## config.mk

```make
export PLATFORM = sky130hd
export DESIGN_NAME = mlp_mac_unit
export DESIGN_NICKNAME = d
export VERILOG_FILES = /design/src/rtl/mlp_mac_unit.sv
export SDC_FILE = /design/constraint.sdc
export NUM_CORES = 1
export LEC_CHECK = 0
export BUFFER_PORTS_ARGS = -buffer_cell sky130_fd_sc_hd__buf_2
export CAP_MARGIN = 0
export CORE_MARGIN = 4
export CORE_UTILIZATION = 55
export DETAILED_ROUTE_END_ITERATION = 8
export PLACE_DENSITY = 0.74
export REMOVE_ABC_BUFFERS = 1
export SYNTH_ARGS = -nofsm -noshare
export SYNTH_HDL_FRONTEND = slang
export SYNTH_SLANG_ARGS = --single-unit
```

## constraint.sdc

```tcl
create_clock -name clk_i -period 7.55 [get_ports clk_i]
set_input_delay 2.265 -clock clk_i [delete_from_list [all_inputs] [get_ports clk_i]]
set_output_delay 2.265 -clock clk_i [all_outputs]
set_load 0.02 [all_outputs]
```

## src/rtl/mlp_mac_unit.sv

```systemverilog
// Dot-product MAC stage for the MLP datapath: accumulates (weight, activation) pairs per
// output neuron, then rescales, optionally applies ReLU, saturates and holds one result.
module mlp_mac_unit #(
    parameter int DataWidth  = 8,
    parameter int AccWidth   = 20,
    parameter int FracBits   = 4,
    parameter int MemLatency = 1
) (
    input  logic                        clk_i,
    input  logic                        rst_i,
    input  logic                        in_valid_i,
    input  logic                        in_last_i,
    input  logic                        relu_en_i,
    input  logic signed [DataWidth-1:0] w_data_i,
    input  logic signed [DataWidth-1:0] x_data_i,
    output logic                        out_valid_o,
    input  logic                        out_ready_i,
    output logic signed [DataWidth-1:0] out_data_o,
    output logic                        busy_o,
    output logic                        sat_o,
    output logic                        err_o
);

    localparam int ProdWidth = 2 * DataWidth;
    localparam int ExtBits   = AccWidth + 1 - ProdWidth;

    localparam logic signed [AccWidth-1:0] AccMax = {1'b0, {(AccWidth-1){1'b1}}};
    localparam logic signed [AccWidth-1:0] AccMin = {1'b1, {(AccWidth-1){1'b0}}};
    localparam logic signed [AccWidth-1:0] OutMax =
        {{(AccWidth-DataWidth+1){1'b0}}, {(DataWidth-1){1'b1}}};
    localparam logic signed [AccWidth-1:0] OutMin = ~OutMax;

    // ------------------------------------------------------------------
    // Tag pipe: carries {valid,last,relu} alongside the memory read so the
    // operands are only sampled once the read data is actually present.
    // ------------------------------------------------------------------
    logic [MemLatency-1:0] tag_valid;
    logic [MemLatency-1:0] tag_last;
    logic [MemLatency-1:0] tag_relu;

    logic d_valid;
    logic d_last;
    logic d_relu;

    always_ff @(posedge clk_i) begin
        if (rst_i) begin
            tag_valid <= '0;
            tag_last  <= '0;
            tag_relu  <= '0;
        end else begin
            tag_valid[0] <= in_valid_i;
            tag_last[0]  <= in_valid_i & in_last_i;
            tag_relu[0]  <= in_valid_i & in_last_i & relu_en_i;
            for (int i = 1; i < MemLatency; i++) begin
                tag_valid[i] <= tag_valid[i-1];
                tag_last[i]  <= tag_last[i-1];
                tag_relu[i]  <= tag_relu[i-1];
            end
        end
    end

    assign d_valid = tag_valid[MemLatency-1];
    assign d_last  = tag_last[MemLatency-1];
    assign d_relu  = tag_relu[MemLatency-1];

    // ------------------------------------------------------------------
    // Stage M: signed product
    // ------------------------------------------------------------------
    logic signed [ProdWidth-1:0] w_ext;
    logic signed [ProdWidth-1:0] x_ext;
    logic signed [ProdWidth-1:0] product;

    logic                        m_valid;
    logic                        m_last;
    logic                        m_relu;
    logic signed [ProdWidth-1:0] m_prod;

    assign w_ext   = {{DataWidth{w_data_i[DataWidth-1]}}, w_data_i};
    assign x_ext   = {{DataWidth{x_data_i[DataWidth-1]}}, x_data_i};
    assign product = w_ext * x_ext;

    always_ff @(posedge clk_i) begin
        if (rst_i) begin
            m_valid <= 1'b0;
            m_last  <= 1'b0;
            m_relu  <= 1'b0;
            m_prod  <= '0;
        end else begin
            m_valid <= d_valid;
            m_last  <= d_valid & d_last;
            m_relu  <= d_valid & d_relu;
            // Idle read ports may carry garbage; hold the product instead.
            if (d_valid) begin
                m_prod <= product;
            end
        end
    end

    // ------------------------------------------------------------------
    // Stage A: saturating accumulate, rescale, ReLU, clip
    // ------------------------------------------------------------------
    logic signed [AccWidth-1:0] acc;
    logic                       first;
    logic                       grp_sat;

    logic signed [AccWidth-1:0] acc_base;
    logic                       grp_sat_base;
    logic        [AccWidth:0]   sum_wide;
    logic                       acc_ovf;
    logic signed [AccWidth-1:0] acc_next;
    logic signed [AccWidth-1:0] shifted;
    logic signed [AccWidth-1:0] rectified;
    logic                       clipped;
    logic signed [DataWidth-1:0] res_data;
    logic                       res_valid;
    logic                       res_sat;

    always_comb begin
        acc_base     = first ? '0 : acc;
        grp_sat_base = first ? 1'b0 : grp_sat;
        sum_wide     = {acc_base[AccWidth-1], acc_base}
                     + {{ExtBits{m_prod[ProdWidth-1]}}, m_prod};
        acc_ovf      = sum_wide[AccWidth] != sum_wide[AccWidth-1];

        if (!acc_ovf) begin
            acc_next = sum_wide[AccWidth-1:0];
        end else if (sum_wide[AccWidth]) begin
            acc_next = AccMin;
        end else begin
            acc_next = AccMax;
        end

        shifted   = acc_next >>> FracBits;
        rectified = (m_relu && shifted[AccWidth-1]) ? '0 : shifted;

        clipped  = 1'b0;
        res_data = rectified[DataWidth-1:0];
        if (rectified > OutMax) begin
            clipped  = 1'b1;
            res_data = OutMax[DataWidth-1:0];
        end else if (rectified < OutMin) begin
            clipped  = 1'b1;
            res_data = OutMin[DataWidth-1:0];
        end

        res_valid = m_valid & m_last;
        res_sat   = res_valid & (grp_sat_base | acc_ovf | clipped);
    end

    always_ff @(posedge clk_i) begin
        if (rst_i) begin
            acc     <= '0;
            first   <= 1'b1;
            grp_sat <= 1'b0;
        end else if (m_valid) begin
            acc     <= acc_next;
            first   <= m_last;
            grp_sat <= m_last ? 1'b0 : (grp_sat_base | acc_ovf);
        end
    end

    // ------------------------------------------------------------------
    // Output register. valid/ready: a result transfers in any cycle where
    // out_valid_o && out_ready_i; data is held stable until then, and a new
    // result arriving while the register is full and not draining is lost.
    // ------------------------------------------------------------------
    always_ff @(posedge clk_i) begin
        if (rst_i) begin
            out_valid_o <= 1'b0;
            out_data_o  <= '0;
            sat_o       <= 1'b0;
            err_o       <= 1'b0;
        end else begin
            if (res_valid) begin
                if (!out_valid_o || out_ready_i) begin
                    out_valid_o <= 1'b1;
                    out_data_o  <= res_data;
                end else begin
                    err_o <= 1'b1;
                end
            end else if (out_ready_i) begin
                out_valid_o <= 1'b0;
            end
            if (res_sat) begin
                sat_o <= 1'b1;
            end
        end
    end

    assign busy_o = (|tag_valid) | m_valid | ~first;

endmodule
```

-- Word level (Yosys, flattened, before mapping)
Index checks and enable logic that the tools add are counted.
- register bits after elaboration: 55
- bits in latches: 0
- RAM bits: 0
- ROM bits: 0
- bits of input ports: 22
- output and inout bits: 12
- word-level logic and storage cells: 52
- memories: 0
- $add $sub $neg: 1
- $mul: 1
- divide/modulo/power cells: 0
- $lt $le $gt $ge: 2
- equal/unequal tests: 2
- shift operators: 0
- multiplexer cells: 13
- bitwise logic cells: 12
- reduce and logical (&&, ||, !) cells: 7
- operators by type and width (kind ; count):
    $mux 20 ; 4
    $add 20x16->21 ; 1
    $gt 20x8->1 const B ; 1
    $lt 20x8->1 const B ; 1
    $mul 8x8->16 ; 1
    $mux 8 ; 2
    $mux 1 ; 7
    $and 1x1->1 ; 6
    $reduce_and 2->1 ; 3
    $or 1x1->1 ; 4
    $ne 2x1->1 const B ; 1
    $not 1->1 ; 2
    $reduce_bool 2->1 ; 1
    $logic_and 1x1->1 ; 1
    $logic_not 1->1 ; 1
    $logic_or 1x1->1 ; 1
    $ne 1x1->1 ; 1

-- Depth between registers and ports, before layout
- word-level depth: 11
- depth in mapped cells: 19
- gate-level depth less buffers: 19

-- Least setup slack after synthesis
OpenSTA, ideal clock, no wires.
- path type: in2reg
- start point: in w_data_i[0]
- end point: reg m_prod[14]
- setup time: 122 ps
- arrival: 6289 ps
- required time: 7428 ps
- path slack: 1139 ps
- cell stages on the path: 15
- path buffers: 0
- cells stage by stage: nand2b_1 > fa_1 > fa_1 > inv_1 > fa_1 > fa_1 > ha_1 > o21ai_0 > a21boi_0 > o21ai_0 > a21boi_0 > o21ai_0 > a21oi_1 > mux2_2 > a311o_1
- word-level cells in the longest chain between the ends: 1
- ends and longest elaborated chain (what ; line ; text):
    from (decl) ; 14 ; input logic signed [DataWidth-1:0] w_data_i,
    $mul 8x8->16 ; 80 ; assign product = w_ext * x_ext;
    to (signal assigned) ; 94 ; m_prod <= product;
    to (decl) ; 76 ; logic signed [ProdWidth-1:0] m_prod;
No other way between the ends.
A chain may end at the register's enable or synchronous reset.

-- Final worst setup path
- start point: in w_data_i[7]
- end point: reg m_prod[14]
The elaborated chain is that of the path after synthesis.

==> out/qor.yml <==
grt_pass1_wl_microns: 22320
synth_top_area_cell: "fa_1"
fin_crit_ns: 6.511
synth_flop_cell: "dfxtp_1"
wl_microns: 12570
clock.fmax_mhz: 153.6
synth_top_family_by_area: "adder cells"
pwr_density_cell_nw_per_um2: 218.7
finalNonFillerCells: 829
finalHoldViolations: 0
grt_pass1_vias: 4802
crit_fanout: 8
antenna_found_initial: 0
fin_tns_setup_ns: 0
yosysWarnings: 0
crit_path_start_kind: "primary input"
cts_tree: "done"
io-pin-count: 34
crit_chain: "buf_2 > and2_1 > fa_1 > inv_1 > fa_1 > inv_1 > fa_1 > fa_1 > ha_1 > o21ai_0 > a21boi_0 > o21ai_0 > a21boi_0 > o21ai_0 > a21oi_1 > mux2_2 > a311o_1"
via_per_inst: 5.782
slew_headroom: 0.3247
use_met2: 0.3495
clockRootBuffer: "clkbuf_8"
post-cts-setup-buffer-count: 0
first_iter_violations: 331
rsz0062_at_grt: "no"
wl_per_cell_microns: 15.17
hpwlAfterDp_microns: 10200
placed_cells: 821
synth-simple-area-share: 0.2138
synth_edf_count: 0
num_rows: 37
criticalPathCategory: "in2reg"
core_sq_um: 10320
ir_worst_vdd_mv: 0.2268
gp_congestion: 0.9002
drv_cap: 0
outcome: "completed"
syn_inst: 666
r2r_slack_ns: 3.49
top_usage_layer: "met2"
met3_usage: 0.03111
synth_fa_ha_area_frac: 0.2976
area_growth_pct: 6.634
p_leak_uw: 0.002805
path_common_cell: "fa_1"
nets: 819
arrival_ns: 6.73
synth_compound_area_frac: 0.1707
critPathRequiredTime_ns: 7.77
clk_latency_ns: 0.32
cp-end-kind: "register"
ys_seq_area_frac: 0.1889
synth_commonest_cells: "inv_1 (76), nor2_1 (60), fa_1 (56)"
drv_slew: 0
die_area_sq_um: 12310
cts_resized: 0
io_buffers: 33
synth_cell_types: 65
worst_slew_pin_slew_ns: 1.008
globalRouteTotalUtil: 0.2160
die_h_microns: 110.9
grtUsageMet1: 0.3106
crit_path_max_incr_delay_ns: 0.51
n_antenna_cell: 0
pre_cts_ws_ns: 0.7143
synth_area_sq_um: 5828
finalCritPeriodShare: 0.8624
hold_buffers: 0
synth_area_leaders: "fa_1 (19%), dfxtp_1 (19%), ha_1 (11%), and2_1 (5.0%), inv_1 (4.9%)"
synth_top_area_frac: 0.1924
drive_gt1_frac: 0.09235
synth.avg_cell_area_sq_um: 8.751
skew_ns: 0.005324
grt.overflow.total: 0
hp-class: "reg2reg"
critPathSlowestCell: "fa_1"
synth_xor_area_frac: 0.03607
htreeDepth: 2
grt_max_degree: 43
dieWidth_microns: 110.9
initial_utilization: 0.5645
fin_ws_ns: 1.039
clock-sinks: 55
numCtsBuffers: 5
ant_nets: 0
synth.mux.area_fraction: 0.03371
setup_violations: 0
drc: 0
first_pass_iters: 5
clockBufferDepth: 2
clk_pin_slew_worst_paths_ns: 0.10
dr_total_vias: 4793
ys_ff_latch: 55
synthArstFlopShare: 0
yosysMostFrequentCell: "inv_1"
## critical path, delay by kind of cell
| family | cells | cell delay (ns) |
|---|---|---|
| buffers and inverters | 3 | 0.24 |
| multiplexers | 1 | 0.34 |
| adder cells (fa/ha/maj) | 5 | 2.29 |
| AO/OA/AOI/OAI | 7 | 1.38 |
| AND/OR/NAND/NOR | 1 | 0.20 |
## cell type report
class,count,area (sq um)
Multi-Input combinational cell,519,4382
Tap cell,136,170.2
Sequential cell,55,1101
Clock inverter,3,27.53
Fill cell,942,4109
Timing Repair Buffer,35,180.2
Inverter,76,285.3
Clock buffer,5,68.82
## final timing paths
path | cells after the start | start | to
max | 17 | w_data_i[7] | m_prod[14]$_SDFFE_PP0P_
min | 1 | d_relu$_SDFF_PP0_ | m_relu$_SDFF_PP0_
max reg2reg | 14 | first$_SDFFE_PP1P_ | out_data_o[2]$_SDFFE_PP0P_
min reg2reg | 1 | d_relu$_SDFF_PP0_ | m_relu$_SDFF_PP0_
## layout by cell type, fill, tap and decap left out, types with 8 or more instances in the layout
cell,count
nor2b_1,25
inv_1,76
buf_2,33
and2_1,47
ha_1,49
nand2b_1,13
xnor2_1,19
mux2i_1,16
and3_1,8
o21ai_0,22
a221o_1,8
nand2_1,36
nand3_1,8
a21oi_1,33
a21o_1,9
nor3_1,13
nor2_1,60
dfxtp_1,55
fa_1,56
## where the power goes
| part | internal [uW] | switching (uW) |
|---|---|---|
| Combinational | 386 | 456 |
| Sequential | 320 | 22.5 |
| Clock | 68.9 | 105 |
| Total | 775 | 584 |
## cell families (layout without fill, tap and decap cells)
kind of cell    Yosys count  after routing
compound gates          138            138
mux                      19             19
flops                    55             55
simple gates            233            233
xor+xnor                 24             24
fa+ha+maj               105            105
buf+inv                  92            119
## metal layers
metal  vias up  wire (microns)  share of wire
met5         -               0              0
met2       128            6048           0.48
met1      2323            5732           0.46
met3        17             661          0.053
li1       2325               -              -
met4         0             132          0.010
## registers in the layout, indices dropped and copies added, names as in the netlist
signal	cells
d_last	1
out_valid_o	1
err_o	1
m_valid	1
acc	20
d_relu	1
sat_o	1
d_valid	1
grp_sat	1
m_prod	16
m_relu	1
m_last	1
first	1
out_data_o	8
## per-stage QoR
stage / area, sq um / utilization / hold slack [ns] / power, uW
floorplan: 5768 / - / 0.4367 / 1029
global placement: 6118 / 0.5927 / 0.4478 / 1175
detailed placement: 6118 / 0.5927 / 0.4466 / 1191
CTS: 6215 / 0.6020 / 0.4751 / 1373
global route: 6215 / 0.6020 / 0.5047 / 1535
finish: 6215 / 0.6020 / 0.4726 / 1359
(Power assumes the default switching activity.)
